## config.mk

```make
export PLATFORM = sky130hd
export DESIGN_NAME = ddr3_pll_phase_stepper
export DESIGN_NICKNAME = d
export VERILOG_FILES = /design/src/rtl/ddr3_pll_phase_stepper.sv
export SDC_FILE = /design/constraint.sdc
export NUM_CORES = 1
export LEC_CHECK = 0
export ABC_AREA = 1
export BUFFER_PORTS_ARGS = -buffer_cell sky130_fd_sc_hd__buf_2
export CELL_PAD_IN_SITES_DETAIL_PLACEMENT = 0
export CELL_PAD_IN_SITES_GLOBAL_PLACEMENT = 1
export CORE_ASPECT_RATIO = 1.4
export CORE_MARGIN = 2
export CORE_UTILIZATION = 40
export CTS_CLUSTER_SIZE = 16
export DETAILED_ROUTE_END_ITERATION = 8
export GPL_ROUTABILITY_DRIVEN = 0
export PLACE_DENSITY_LB_ADDON = 0.3
export SYNTH_ARGS = -nofsm -noshare
export SYNTH_HDL_FRONTEND = slang
export SYNTH_SLANG_ARGS = --single-unit
```

## constraint.sdc

```tcl
create_clock -name scanclk -period 3.25 [get_ports scanclk]
set_input_delay 0.65 -clock scanclk [delete_from_list [all_inputs] [get_ports scanclk]]
set_output_delay 0.65 -clock scanclk [all_outputs]
set_load 0.03 [all_outputs]
```

## src/rtl/ddr3_pll_phase_stepper.sv

```systemverilog
// rtl/ddr3_pll_phase_stepper.sv - DDR3 PHY PLL dynamic phase-shift sequencer
//
// Takes "shift counter N by K steps up/down" requests and sequences the PLL
// dynamic phase-shift pins one step at a time. Each step waits for the PLL
// phasedone handshake to go low and then high again. Both waits are bounded
// by a timeout. A signed, saturating phase offset is kept per counter so
// calibration can read back where each output currently sits.
//
// Ports:
//   scanclk             sole clock, rising edge
//   areset              asynchronous active-high reset
//   req_valid/req_ready request handshake (ready only while idle)
//   req_counter         target PLL counter index
//   req_updown          1 = shift up (+1 per step), 0 = shift down
//   req_steps           number of steps to issue
//   phasecounterselect  PLL counter select pin
//   phaseupdown         PLL direction pin
//   phasestep           PLL step strobe
//   phasedone           PLL step-complete handshake (asynchronous input)
//   busy                high whenever a request is in progress
//   done                one-cycle pulse when a request finishes
//   error               one-cycle pulse with done on a failed request
//   rd_counter          offset read-back index
//   rd_offset           signed accumulated offset of rd_counter (combinational)

module ddr3_pll_phase_stepper #(
  parameter int NUM_COUNTERS   = 7,
  parameter int SEL_WIDTH      = 4,
  parameter int STEPS_WIDTH    = 8,
  parameter int OFFSET_WIDTH   = 8,
  parameter int STEP_HOLD      = 2,
  parameter int TIMEOUT_CYCLES = 255
) (
  input  logic                           scanclk,
  input  logic                           areset,
  input  logic                           req_valid,
  output logic                           req_ready,
  input  logic [SEL_WIDTH-1:0]           req_counter,
  input  logic                           req_updown,
  input  logic [STEPS_WIDTH-1:0]         req_steps,
  output logic [SEL_WIDTH-1:0]           phasecounterselect,
  output logic                           phaseupdown,
  output logic                           phasestep,
  input  logic                           phasedone,
  output logic                           busy,
  output logic                           done,
  output logic                           error,
  input  logic [SEL_WIDTH-1:0]           rd_counter,
  output logic signed [OFFSET_WIDTH-1:0] rd_offset
);

  localparam int HOLD_W = (STEP_HOLD < 1) ? 1 : $clog2(STEP_HOLD + 1);
  localparam int TMO_W  = (TIMEOUT_CYCLES < 1) ? 1 : $clog2(TIMEOUT_CYCLES + 1);

  localparam logic signed [OFFSET_WIDTH-1:0] OFF_MAX = {1'b0, {(OFFSET_WIDTH-1){1'b1}}};
  localparam logic signed [OFFSET_WIDTH-1:0] OFF_MIN = {1'b1, {(OFFSET_WIDTH-1){1'b0}}};
  localparam logic signed [OFFSET_WIDTH-1:0] OFF_ONE = OFFSET_WIDTH'(1);

  typedef enum logic [2:0] {
    S_IDLE,
    S_SETUP,
    S_STEP,
    S_WAIT_LOW,
    S_WAIT_HIGH,
    S_FIN
  } state_t;

  state_t                         state;
  logic [SEL_WIDTH-1:0]           cur_counter;
  logic                           cur_up;
  logic [STEPS_WIDTH-1:0]         remaining;
  logic [HOLD_W-1:0]              hold_cnt;
  logic [TMO_W-1:0]               tmo_cnt;
  logic                           pd_meta;
  logic                           pd_sync;
  logic signed [OFFSET_WIDTH-1:0] offset [NUM_COUNTERS];
  logic                           req_legal;
  logic                           tmo_hit;

  // Widened compare so NUM_COUNTERS == 2**SEL_WIDTH still works.
  assign req_legal = ({1'b0, req_counter} < (SEL_WIDTH + 1)'(NUM_COUNTERS));
  // True on the wait cycle whose increment makes the counter reach the limit.
  assign tmo_hit   = (tmo_cnt == TMO_W'(TIMEOUT_CYCLES - 1));

  function automatic logic signed [OFFSET_WIDTH-1:0] sat_step(
    input logic signed [OFFSET_WIDTH-1:0] v,
    input logic                           up
  );
    if (up) begin
      return (v == OFF_MAX) ? v : v + OFF_ONE;
    end
    return (v == OFF_MIN) ? v : v - OFF_ONE;
  endfunction

  // phasedone comes straight from the PLL; idle level is high, so the
  // synchroniser resets to 1 to avoid a fake low after reset.
  always_ff @(posedge scanclk or posedge areset) begin
    if (areset) begin
      pd_meta <= 1'b1;
      pd_sync <= 1'b1;
    end else begin
      pd_meta <= phasedone;
      pd_sync <= pd_meta;
    end
  end

  always_ff @(posedge scanclk or posedge areset) begin
    if (areset) begin
      state              <= S_IDLE;
      req_ready          <= 1'b1;
      busy               <= 1'b0;
      done               <= 1'b0;
      error              <= 1'b0;
      phasestep          <= 1'b0;
      phaseupdown        <= 1'b0;
      phasecounterselect <= '0;
      cur_counter        <= '0;
      cur_up             <= 1'b0;
      remaining          <= '0;
      hold_cnt           <= '0;
      tmo_cnt            <= '0;
      for (int i = 0; i < NUM_COUNTERS; i++) begin
        offset[i] <= '0;
      end
    end else begin
      // done/error are high only for the single cycle spent in FIN.
      done  <= 1'b0;
      error <= 1'b0;
      case (state)
        S_IDLE: begin
          if (req_valid) begin
            cur_counter <= req_counter;
            cur_up      <= req_updown;
            remaining   <= req_steps;
            req_ready   <= 1'b0;
            busy        <= 1'b1;
            if (!req_legal) begin
              state <= S_FIN;
              done  <= 1'b1;
              error <= 1'b1;
            end else if (req_steps == '0) begin
              state <= S_FIN;
              done  <= 1'b1;
            end else begin
              // Pins only move for a request that will actually step.
              state              <= S_SETUP;
              phasecounterselect <= req_counter;
              phaseupdown        <= req_updown;
            end
          end
        end

        S_SETUP: begin
          state     <= S_STEP;
          phasestep <= 1'b1;
          hold_cnt  <= HOLD_W'(1);
        end

        S_STEP: begin
          if (hold_cnt == HOLD_W'(STEP_HOLD)) begin
            phasestep <= 1'b0;
            state     <= S_WAIT_LOW;
            tmo_cnt   <= '0;
          end else begin
            hold_cnt <= hold_cnt + HOLD_W'(1);
          end
        end

        S_WAIT_LOW: begin
          if (!pd_sync) begin
            state   <= S_WAIT_HIGH;
            tmo_cnt <= '0;
          end else begin
            tmo_cnt <= tmo_cnt + TMO_W'(1);
            if (tmo_hit) begin
              state <= S_FIN;
              done  <= 1'b1;
              error <= 1'b1;
            end
          end
        end

        S_WAIT_HIGH: begin
          if (pd_sync) begin
            for (int i = 0; i < NUM_COUNTERS; i++) begin
              if (cur_counter == SEL_WIDTH'(i)) begin
                offset[i] <= sat_step(offset[i], cur_up);
              end
            end
            remaining <= remaining - STEPS_WIDTH'(1);
            if (remaining == STEPS_WIDTH'(1)) begin
              state <= S_FIN;
              done  <= 1'b1;
            end else begin
              state <= S_SETUP;
            end
          end else begin
            tmo_cnt <= tmo_cnt + TMO_W'(1);
            if (tmo_hit) begin
              state <= S_FIN;
              done  <= 1'b1;
              error <= 1'b1;
            end
          end
        end

        S_FIN: begin
          state     <= S_IDLE;
          req_ready <= 1'b1;
          busy      <= 1'b0;
        end

        default: begin
          state     <= S_IDLE;
          req_ready <= 1'b1;
          busy      <= 1'b0;
          phasestep <= 1'b0;
        end
      endcase
    end
  end

  // Out-of-range read-back indices return zero.
  always_comb begin
    rd_offset = '0;
    for (int i = 0; i < NUM_COUNTERS; i++) begin
      if (rd_counter == SEL_WIDTH'(i)) begin
        rd_offset = offset[i];
      end
    end
  end

endmodule

```

==> After elaboration in Yosys (flattened, before gate mapping) <==
Index checks and enable logic that the tools add are counted.
{ "op_classes": {"addsub": 17, "n_lt_le_gt_ge": 1, "eq_ne": 53, "mux": 93, "n_bitwise": 3, "reduce_logical": 24} }
{ "op_table": {"columns": ["op", "count"], "rows": [
  ["$mux W8", 40],
  ["$eq A8 B8 Y1 const B", 15],
  ["$add A8 B2 Y8 const B", 7],
  ["$sub A8 B2 Y8 const B", 7],
  ["$mux W1", 35],
  ["$reduce_and A5 Y1", 7],
  ["$eq A4 B3 Y1 const B", 6],
  ["$mux W3", 8],
  ["$ne A2 B2 Y1 const B", 12],
  ["$pmux W8 S3", 1],
  ["$ne A3 B3 Y1 const B", 7],
  ["$eq A4 B2 Y1 const B", 4],
  ["$pmux W8 S2", 1],
  ["$pmux W3 S5", 1],
  ["$reduce_and A2 Y1", 5],
  ["$pmux W1 S3", 3],
  ["$add A8 B1 Y8 const B", 1],
  ["$eq A4 B1 Y1 const B", 2],
  ["$eq A8 B1 Y1 const B", 1],
  ["$logic_not A4 Y1", 2],
  ["$logic_not A8 Y1", 1],
  ["$reduce_or A4 Y1", 2],
  ["$sub A8 B1 Y8 const B", 1],
  ["$eq A3 B2 Y1 const B", 2],
  ["14 further kinds", 20]
]} }
{ "word_totals": {"register_bits": 94, "in_bits": 21, "output_inout_bits": 18, "elab_cells": 213} }

==> Depth between registers and ports, before layout <==
Gate-level depths: netlist (run 1).
{ "depth": {"word_depth": 8, "mapped_depth": 13, "ltp_nobuf": 12} }

==> Worst setup path after synthesis (run 1) <==
No wires, ideal clock.
{ "synth_path": {"kind": "in2out", "from": "input rd_counter[2]", "to": "output rd_offset[2]", "arrival_time_ps": 1606, "t_required_ps": 2600, "setup_slack_ps": 994, "path_stages": 6, "path_buffers": 1, "cell_sequence": "nor2_1 > clkbuf_1 > nand3_1 > o211ai_1 > nor2_1 > nand4_1"} }
{ "synth_via": {"elab_chain_len": 8, "elab_cells_between_ends": 14, "classes_between": "eq/ne: 6; mux: 7; reduce/logical: 1"} }
{ "synth_lines": {"columns": ["element", "line_no", "source"], "rows": [
  ["from (decl)", "48", "input logic [SEL_WIDTH-1:0] rd_counter,"],
  ["$logic_not A4 Y1", "227", "if (rd_counter == SEL_WIDTH'(i)) begin"],
  ["$mux W8 (6 in series)", "227", null],
  ["$mux W8 (*)", "227", null],
  ["to (decl)", "49", "output logic signed [OFFSET_WIDTH-1:0] rd_offset"]
]} }
Mark *: on every way between the ends. The rest lies on a longest branch, timed or not.

==> Worst setup path after layout (run 1) <==
{ "layout_path": {"from": "input rd_counter[3]", "to": "output rd_offset[3]"} }
Same word-level chain as after synthesis.

==> results of run 1 <==
per-stage QoR:
step | total power, mW | cells | setup WS [ns] | utilization, %
after floorplan | 5.760 | 1178 | 0.1563 | -
after global placement | 6.884 | 1457 | 0.6255 | 43.66
after detailed placement | 6.926 | 1457 | 0.6123 | 43.66
after CTS | 8.107 | 1473 | 0.5952 | 45.36
after global routing | 8.949 | 1473 | 0.4202 | 45.36
final | 8.025 | 1473 | 0.5541 | 45.36
cell families (layout without fill, tap and decap cells):
logic type | after synthesis | count (layout) | synth area share [%]
AO/OA/AOI/OAI | 90 | 90 | 6.175
AND/OR/NAND/NOR | 731 | 731 | 40.89
adder cells (fa/ha/maj) | 54 | 54 | 9.583
flip-flops | 94 | 94 | 31.01
XOR/XNOR | 26 | 26 | 2.997
multiplexers | 1 | 1 | 0.1482
buffers and inverters | 182 | 233 | 9.205
worst max-delay path, cell delays in order:
cell and delay, ns:
buf_2 0.13, nor2_1 0.11, buf_4 0.25, nand3_1 0.29, nor2_1 0.17, nor2_1 0.06
nand4_1 0.15, buf_2 0.24
metal layers:
| layer | vias up | part of all wire (%) | GRT usage (%) |
|---|---|---|---|
| li1 | 3878 | - | - |
| met1 | 3418 | 45 | 26.93 |
| met2 | 110 | 51 | 38.59 |
| met3 | 18 | 2.9 | 3.151 |
| met4 | 0 | 1.2 | 5.056 |
| met5 | - | 0 | 0 |
cell usage after synthesis (2+ instances only):
master and instances:
o21ai_0 21, fa_1 7, nand3_2 3, inv_1 159
and2_1 2, nor4_2 3, a21oi_1 21, nor2_1 129
o211ai_1 5, clkbuf_1 5, dfrtp_1 91, inv_2 8
nand2_1 407, nand3b_1 5, ha_1 47, xor2_1 2
nor3_1 13, nor2_2 2, o21ai_1 40, nand3_1 116
xnor2_1 24, nand4_1 49, dfstp_2 3, buf_4 2
buf_2 7
state kept, by name, indices dropped and copies added, names as in the netlist:
| signal | count |
|---|---|
| offset | 56 |
| remaining | 8 |
| tmo_cnt | 8 |
| cur_counter | 4 |
| phasecounterselect | 4 |
| state | 3 |
| hold_cnt | 2 |
| busy | 1 |
| cur_up | 1 |
| done | 1 |
| error | 1 |
| pd_meta | 1 |
| pd_sync | 1 |
| phasestep | 1 |
| phaseupdown | 1 |
| req_ready | 1 |
power groups by stage:
stage / logic, mW / registers [mW] / clock network [mW]
floorplan: 3.64 / 2.12 / 0
global route: 5.37 / 2.35 / 1.22
global placement: 4.57 / 2.32 / 0
CTS: 4.65 / 2.28 / 1.18
detailed placement: 4.62 / 2.31 / 0
finish: 4.60 / 2.28 / 1.14
area by class of cell:
cell class                 instances  area, µm²  area share [%]
multi-input combinational        902       4543           53.84
sequential                        94       2356           27.92
inverter                         168      633.1           7.503
tap                              244      305.3           3.618
timing repair buffer              49      285.3           3.381
clock buffer                       9      225.2           2.669
clock inverter                     7      90.09           1.068
final timing paths:
check                             startpoint                                end  slack [ns]
max reg2reg                pd_sync$_DFF_PP1_             offset[10]$_DFFE_PP0P_        1.05
max                            rd_counter[3]                       rd_offset[3]        0.55
min reg2reg                pd_meta$_DFF_PP1_                  pd_sync$_DFF_PP1_        0.36
min                        pd_meta$_DFF_PP1_                  pd_sync$_DFF_PP1_        0.36
max in group asynchronous             areset                  pd_sync$_DFF_PP1_        2.14
min in group asynchronous             areset  phasecounterselect[3]$_DFFE_PP0P_        0.37
==> impl_metrics.yaml, run 1 <==
timing:
  holdWs_ns: 0.3590
  tns_ns: 0
  min_period_ns: 2.696
  period_share_pct: 82.95
  fin_skew_ns: 0.01332
  slew_viol_final: 0
  timing.fmax_ghz: 0.3709
  hold_viol: 0
  setup_viol: 0
  relSlewSlack_pct: 57.35
  grt_setup_unrepaired: "no"
  tightest_slew_ns: 0.6397
power_and_ir_drop:
  p_sw_mw: 4.042
  clockPowerShare_pct: 14.3
  pwr-share-seq_pct: 28.4
  p_int_mw: 3.983
  ir_drop_v: 0.0003512
  powerDensity_nw_per_um2: 951.0
  p_leak_nw: 4.538
  switching_share_pct: 50.37
  power_frac_comb_pct: 57.3
clocking:
  clk_latency_ns: 0.36
  clock-root-buffer: "clkbuf_16"
  htree_levels: 3
  cts_hold_buf: 0
  path_clk_slew_ns: 0.07
  cts_setup_buffers: 0
  cts_tree: "done"
  clkSinkCount: 94
  clock_path_buffers: 2
  cts-resized-gates: 0
  cts-buffers-inserted: 9
setup_path:
  start_kind: "input port"
  cp.required_ns: 2.60
  arrival_ns: 2.05
  path_class: "in -> out"
  reg2reg_depth: 5
  endpoint_kind: "output port"
  cp_max_fo: 22
place:
  portBuffers: 38
  dp_hpwl_um: 15890
  placed_area_um2: 8123
global_routing:
  grt_pass1_wl_um: 35090
  grt_pass1_vias: 7124
  grt_use_total_pct: 21.50
  grt-ovfl-total: 0
  grt_max_degree: 49
  antenna_found_initial: 0
min_path:
  worstHoldPathType: "reg -> reg"
  hold-path-cell-count: 0
detailed_routing:
  wire_per_inst_um: 13.93
  ant_nets: 0
  drc_errors: 0
  num_vias: 7424
  wl_um: 20530
  drt-vias-per-instance: 5.040
  drt-initial-drc-count: 424
  first_pass_iters: 7
finish:
  layout-drive-gt1-share_pct: 6.998
  nNetsFinal: 1299
  layout_commonest_cell: "nand2_1"
  fillers: 2017
  area.growth.synth_to_final_pct: 11.05
  antenna_cells: 0
  layout_common_cells: "nand2_1, inv_1, nor2_1, nand3_1, dfrtp_1"
  design_area_um2: 8438
synthesis:
  ys_seq_area_share_pct: 31.01
  yosysTopAreaCellShare_pct: 29.97
  synthFlopType: "dfrtp_1"
  synth_edf_count: 0
  syn_area_um2: 7599
  syn-mean-instance-area_um2: 6.450
  synthTopCellsByArea: "dfrtp_1, nand2_1, inv_1"
  syn-num-nets: 1253
  ys_warn_count: 0
  yosysTopAreaCell: "dfrtp_1"
  syn_inst: 1178
  ys_async_sr_fraction_pct: 100.0
  synth_seq_cells: 94
  yosysUniqueCellTypes: 32
flow_run:
  cap_violations: 0
floorplanning:
  rows: 59
  core_area_um2: 18600
  die_width_um: 120.5
  die_h_um: 167.1
  dieArea_um2: 20130
  ios: 39
  start_util_pct: 40.85
status:
  status: "complete, no violations"
No activity file was read; power rests on OpenSTA's default activity.
==> run 2: changes to the inputs <==
CORE_UTILIZATION = 45   (was 40)
clock period = 2.7 ns   (was 3.25 ns; I/O delays follow)
==> impl_metrics.yaml, run 2 (synthesized netlist as in run 1, its figures left out) <==
status:
  status: "complete, no violations"
min_path:
  hold-path-cell-count: 1
  worstHoldPathType: "in -> reg"
timing:
  setup_viol: 0
  hold_viol: 0
  tns_ns: 0
  holdWs_ns: 0.2730
  min_period_ns: 2.392
  relSlewSlack_pct: 61.05
  slew_viol_final: 0
  tightest_slew_ns: 0.5829
  grt_setup_unrepaired: "no"
  fin_skew_ns: 0.01317
  period_share_pct: 88.59
  timing.fmax_ghz: 0.4181
floorplanning:
  core_area_um2: 16680
  ios: 39
  start_util_pct: 45.57
  rows: 56
  die_width_um: 113.8
  dieArea_um2: 17960
  die_h_um: 157.8
global_routing:
  grt-ovfl-total: 0
  grt_use_total_pct: 22.85
  grt_pass1_wl_um: 33200
  antenna_found_initial: 0
  grt_max_degree: 71
  grt_pass1_vias: 7010
clocking:
  path_clk_slew_ns: 0.08
  clock_path_buffers: 2
  clk_latency_ns: 0.35
  cts-buffers-inserted: 9
  clkSinkCount: 94
  cts-resized-gates: 0
  cts_tree: "done"
  cts_hold_buf: 0
  htree_levels: 3
  cts_setup_buffers: 0
  clock-root-buffer: "clkbuf_16"
finish:
  layout-drive-gt1-share_pct: 6.922
  layout_common_cells: "nand2_1, inv_1, nor2_1, nand3_1, dfrtp_1"
  antenna_cells: 0
  fillers: 1771
  reg_top3: "offset (56), remaining (8), tmo_cnt (8)"
  design_area_um2: 8374
  layout_commonest_cell: "nand2_1"
  area.growth.synth_to_final_pct: 10.21
  nNetsFinal: 1298
  largest_register_ffs: 56
  largest_register: "offset"
power_and_ir_drop:
  powerDensity_nw_per_um2: 1145
  p_leak_nw: 4.527
  fin_total_pwr_mw: 9.589
  ir_drop_v: 0.0004294
place:
  dp_hpwl_um: 15190
  placed_area_um2: 8065
  portBuffers: 38
flow_run:
  cap_violations: 0
setup_path:
  arrival_ns: 1.85
  path_class: "in -> out"
  endpoint_kind: "output port"
  start_kind: "input port"
  cp.required_ns: 2.16
  cp_max_fo: 22
  reg2reg_depth: 5
detailed_routing:
  drt-vias-per-instance: 5.143
  first_pass_iters: 5
  wl_um: 19500
  ant_nets: 0
  wire_per_inst_um: 13.63
  drt-initial-drc-count: 373
  drc_errors: 0
  num_vias: 7360
run 2: layout make-up:
cell class | instances | area (µm²) | share of cell area, %
inverters | 168 | 634.4 | 7.575
multi-input cells | 902 | 4543 | 54.25
flip-flops and latches | 94 | 2356 | 28.13
repair buffers | 48 | 277.8 | 3.317
well taps | 203 | 254.0 | 3.033
clock buffers | 9 | 225.2 | 2.689
clock inverters | 7 | 83.83 | 1.001
run 2: worst paths after layout:
path                                   start  slack, ns                      to
hold / removal                     phasedone       0.27       pd_meta$_DFF_PP1_
max in group asynchronous             areset       2.07  offset[15]$_DFFE_PP0P_
hold reg to reg            pd_meta$_DFF_PP1_       0.36       pd_sync$_DFF_PP1_
min in group asynchronous             areset       0.28         error$_DFF_PP0_
setup / recovery               rd_counter[3]       0.31            rd_offset[0]
setup reg to reg           pd_sync$_DFF_PP1_       0.68  offset[36]$_DFFE_PP0P_
run 2: metal layers:
layer	wire length, µm	vias to the layer above	global-route usage (%)
met5	0	-	0
met4	408	0	7.027
met3	575	31	3.025
met2	10130	91	42.54
met1	8384	3366	27.20
li1	-	3872	-
run 2: critical path, stage by stage:
cell	delay [ns]
buf_2	0.14
nor2_1	0.09
buf_4	0.23
nand3_1	0.26
nor2_1	0.17
nor2_1	0.06
nand4_1	0.12
buf_2	0.22
run 2: power by group:
part	switching (mW)	leakage (nW)	total, mW	internal, mW
combinational	3.43	3.14	5.55	2.12
clock	0.639	0.151	1.30	0.666
sequential	0.811	1.24	2.73	1.92
run 2: through the flow:
stage               std cells  worst slack (ns)  utilization (%)
floorplan                1178            0.5191                -
global placement         1415            0.3433            48.36
detailed placement       1415            0.3162            48.36
CTS                      1431            0.3087            50.22
global route             1431            0.1871            50.22
finish                   1431            0.3082            50.22
==> run 3: changes to the inputs <==
ABC_AREA = default   (was 1)
CORE_UTILIZATION = 52   (was 45)
MAX_ROUTING_LAYER = met4   (was default)
clock period = 2.95 ns   (was 2.7 ns; I/O delays follow)
==> impl_metrics.yaml, run 3 <==
timing:
  fin_skew_ns: 0.01356
  hold_viol: 0
  relSlewSlack_pct: 62.14
  grt_setup_unrepaired: "no"
  timing.fmax_ghz: 0.3682
  tns_ns: 0
  period_share_pct: 92.06
  min_period_ns: 2.716
  slew_viol_final: 0
  setup_viol: 0
  tightest_slew_ns: 0.5658
synthesis:
  synth_seq_cells: 94
  synth_edf_count: 0
  yosysUniqueCellTypes: 61
  yosysTopAreaCellShare_pct: 33.70
  yosysTopAreaCell: "dfrtp_1"
  synthTopCellsByArea: "dfrtp_1, ha_1, mux2_2"
  synth.most_common_cell: "dfrtp_1"
  syn-mean-instance-area_um2: 9.332
  ys_warn_count: 0
  syn_inst: 724
  synthFlopType: "dfrtp_1"
  ys_seq_area_share_pct: 34.87
  ys_top_cells_by_count: "dfrtp_1, nor2_1, a21oi_1"
  syn_area_um2: 6756
  ys_async_sr_fraction_pct: 100.0
  syn-num-nets: 799
power_and_ir_drop:
  p_sw_mw: 3.732
  p_leak_nw: 3.348
  pwr-share-seq_pct: 31.0
  p_int_mw: 4.582
  power_frac_comb_pct: 54.0
  powerDensity_nw_per_um2: 1121
  switching_share_pct: 44.89
  ir_drop_v: 0.0004796
  clockPowerShare_pct: 15.1
finish:
  layout-drive-gt1-share_pct: 16.36
  finalNonFillerCells: 917
  layout_commonest_cell: "dfrtp_1"
  largest_register_ffs: 56
  largest_register: "offset"
  antenna_cells: 0
  fillers: 1171
  nNetsFinal: 834
  area.growth.synth_to_final_pct: 9.722
  layout_common_cells: "dfrtp_1, nor2_1, a21oi_1, nand2_1, o21ai_0"
  reg_top3: "offset (56), remaining (8), tmo_cnt (8)"
setup_path:
  arrival_ns: 2.13
  endpoint_kind: "output port"
  cp_max_fo: 18
  crit_top_cell: "buf_2"
  cp.required_ns: 2.36
  crit_slowest_cell: "mux2_2"
  reg2reg_depth: 5
  path_cells: "buf_2, mux2_2, a222oi_1, o21ai_0, o21a_1, buf_2"
  start_kind: "input port"
  path_class: "in -> out"
  slowest_delay_ns: 0.39
clocking:
  path_clk_slew_ns: 0.06
  cts_hold_buf: 0
  cts-resized-gates: 0
  clkSinkCount: 94
  cts_tree: "done"
  htree_levels: 3
  cts-buffers-inserted: 9
  clk_latency_ns: 0.35
  clock-root-buffer: "clkbuf_16"
  cts_setup_buffers: 0
  clock_path_buffers: 2
global_routing:
  grt-ovfl-total: 0
  antenna_found_initial: 0
  grt_max_degree: 66
  grt_use_total_pct: 24.91
  grt_pass1_vias: 5773
  grt_pass1_wl_um: 27340
place:
  dpl.cell_count: 901
  dp_hpwl_um: 12010
  portBuffers: 38
floorplanning:
  rows: 49
  die_width_um: 100.3
  core_area_um2: 12750
  die_h_um: 138.9
  ios: 39
  start_util_pct: 52.98
  dieArea_um2: 13930
detailed_routing:
  wire_per_inst_um: 17.36
  num_vias: 5657
  wl_um: 15920
  ant_nets: 0
  drt-initial-drc-count: 285
  first_pass_iters: 6
  drt-vias-per-instance: 6.169
  drc_errors: 0
status:
  status: "complete, no violations"
flow_run:
  cap_violations: 0
min_path:
  worstHoldPathType: "in -> async"
==> run 3: cell types whose count changed after synthesis, sizes merged, moves of 25 or more <==
cell,delta
nand2,-349
inv,-147
nand3,-112
nor2,-59
mux2,+45
a21oi,+42
nand4,-25
==> run 3: stage by stage <==
stage / instance area (µm²) / hold slack, ns / util (%) / power, mW / setup WS, ns
after floorplan: 6760 / 0.3452 / - / 6.011 / 0.09136
after global placement: 7099 / 0.3462 / 55.67 / 6.907 / 0.3461
after detailed placement: 7099 / 0.3479 / 55.67 / 7.067 / 0.2484
after CTS: 7413 / 0.3345 / 58.13 / 8.360 / 0.2496
after global routing: 7413 / 0.3457 / 58.13 / 9.088 / 0.1220
final: 7413 / 0.3267 / 58.13 / 8.314 / 0.2344
==> run 3: critical path: cells and delay by family <==
kind	cells	cell delay (ns)
AO/OA/AOI/OAI	3	0.65
buffers and inverters	2	0.49
multiplexers	1	0.39
==> run 3: cells by family after synthesis <==
kind of cell	synth area share, %
flip-flops	34.87
AND/OR/NAND/NOR	18.15
multiplexers	8.648
buffers and inverters	2.704
XOR/XNOR	6.870
adder cells (fa/ha/maj)	10.78
AO/OA/AOI/OAI	17.98
==> run 3: path summary, 6_finish.rpt <==
path | slack, ns | to | start
setup / recovery | 0.23 | rd_offset[3] | rd_counter[0]
hold reg to reg | 0.36 | pd_sync$_DFF_PP1_ | pd_meta$_DFF_PP1_
setup reg to reg | 0.63 | offset[47]$_DFFE_PP0P_ | state[1]$_DFFE_PP0P_
min in group scanclk | 0.34 | pd_meta$_DFF_PP1_ | phasedone
hold / removal | 0.33 | tmo_cnt[0]$_DFFE_PP0P_ | areset
max in group asynchronous | 2.27 | req_ready$_DFFE_PP1P_ | areset
==> run 3: final cells by class <==
| type | count | area, µm² | share of cell area, % |
|---|---|---|---|
| Clock buffer | 9 | 225.2 | 3.038 |
| Clock inverter | 7 | 88.84 | 1.198 |
| Inverter | 20 | 78.83 | 1.063 |
| Multi-Input combinational cell | 589 | 4218 | 56.89 |
| Sequential cell | 94 | 2356 | 31.78 |
| Tap cell | 153 | 191.4 | 2.582 |
| Timing Repair Buffer | 45 | 255.2 | 3.443 |
==> run 3: power groups by stage <==
stage               registers [mW]  logic, mW  clock network, mW
floorplan                     2.36       3.65                  0
global placement              2.57       4.34                  0
detailed placement            2.58       4.48                  0
CTS                           2.56       4.52               1.28
global route                  2.66       5.11               1.32
finish                        2.57       4.49               1.25
==> run 3: routing by layer <==
layer | routed length [µm] | GRT usage (%)
met5 | 0 | -
met4 | 376 | 8.868
met3 | 541 | 3.780
met2 | 8459 | 43.27
met1 | 6542 | 28.89
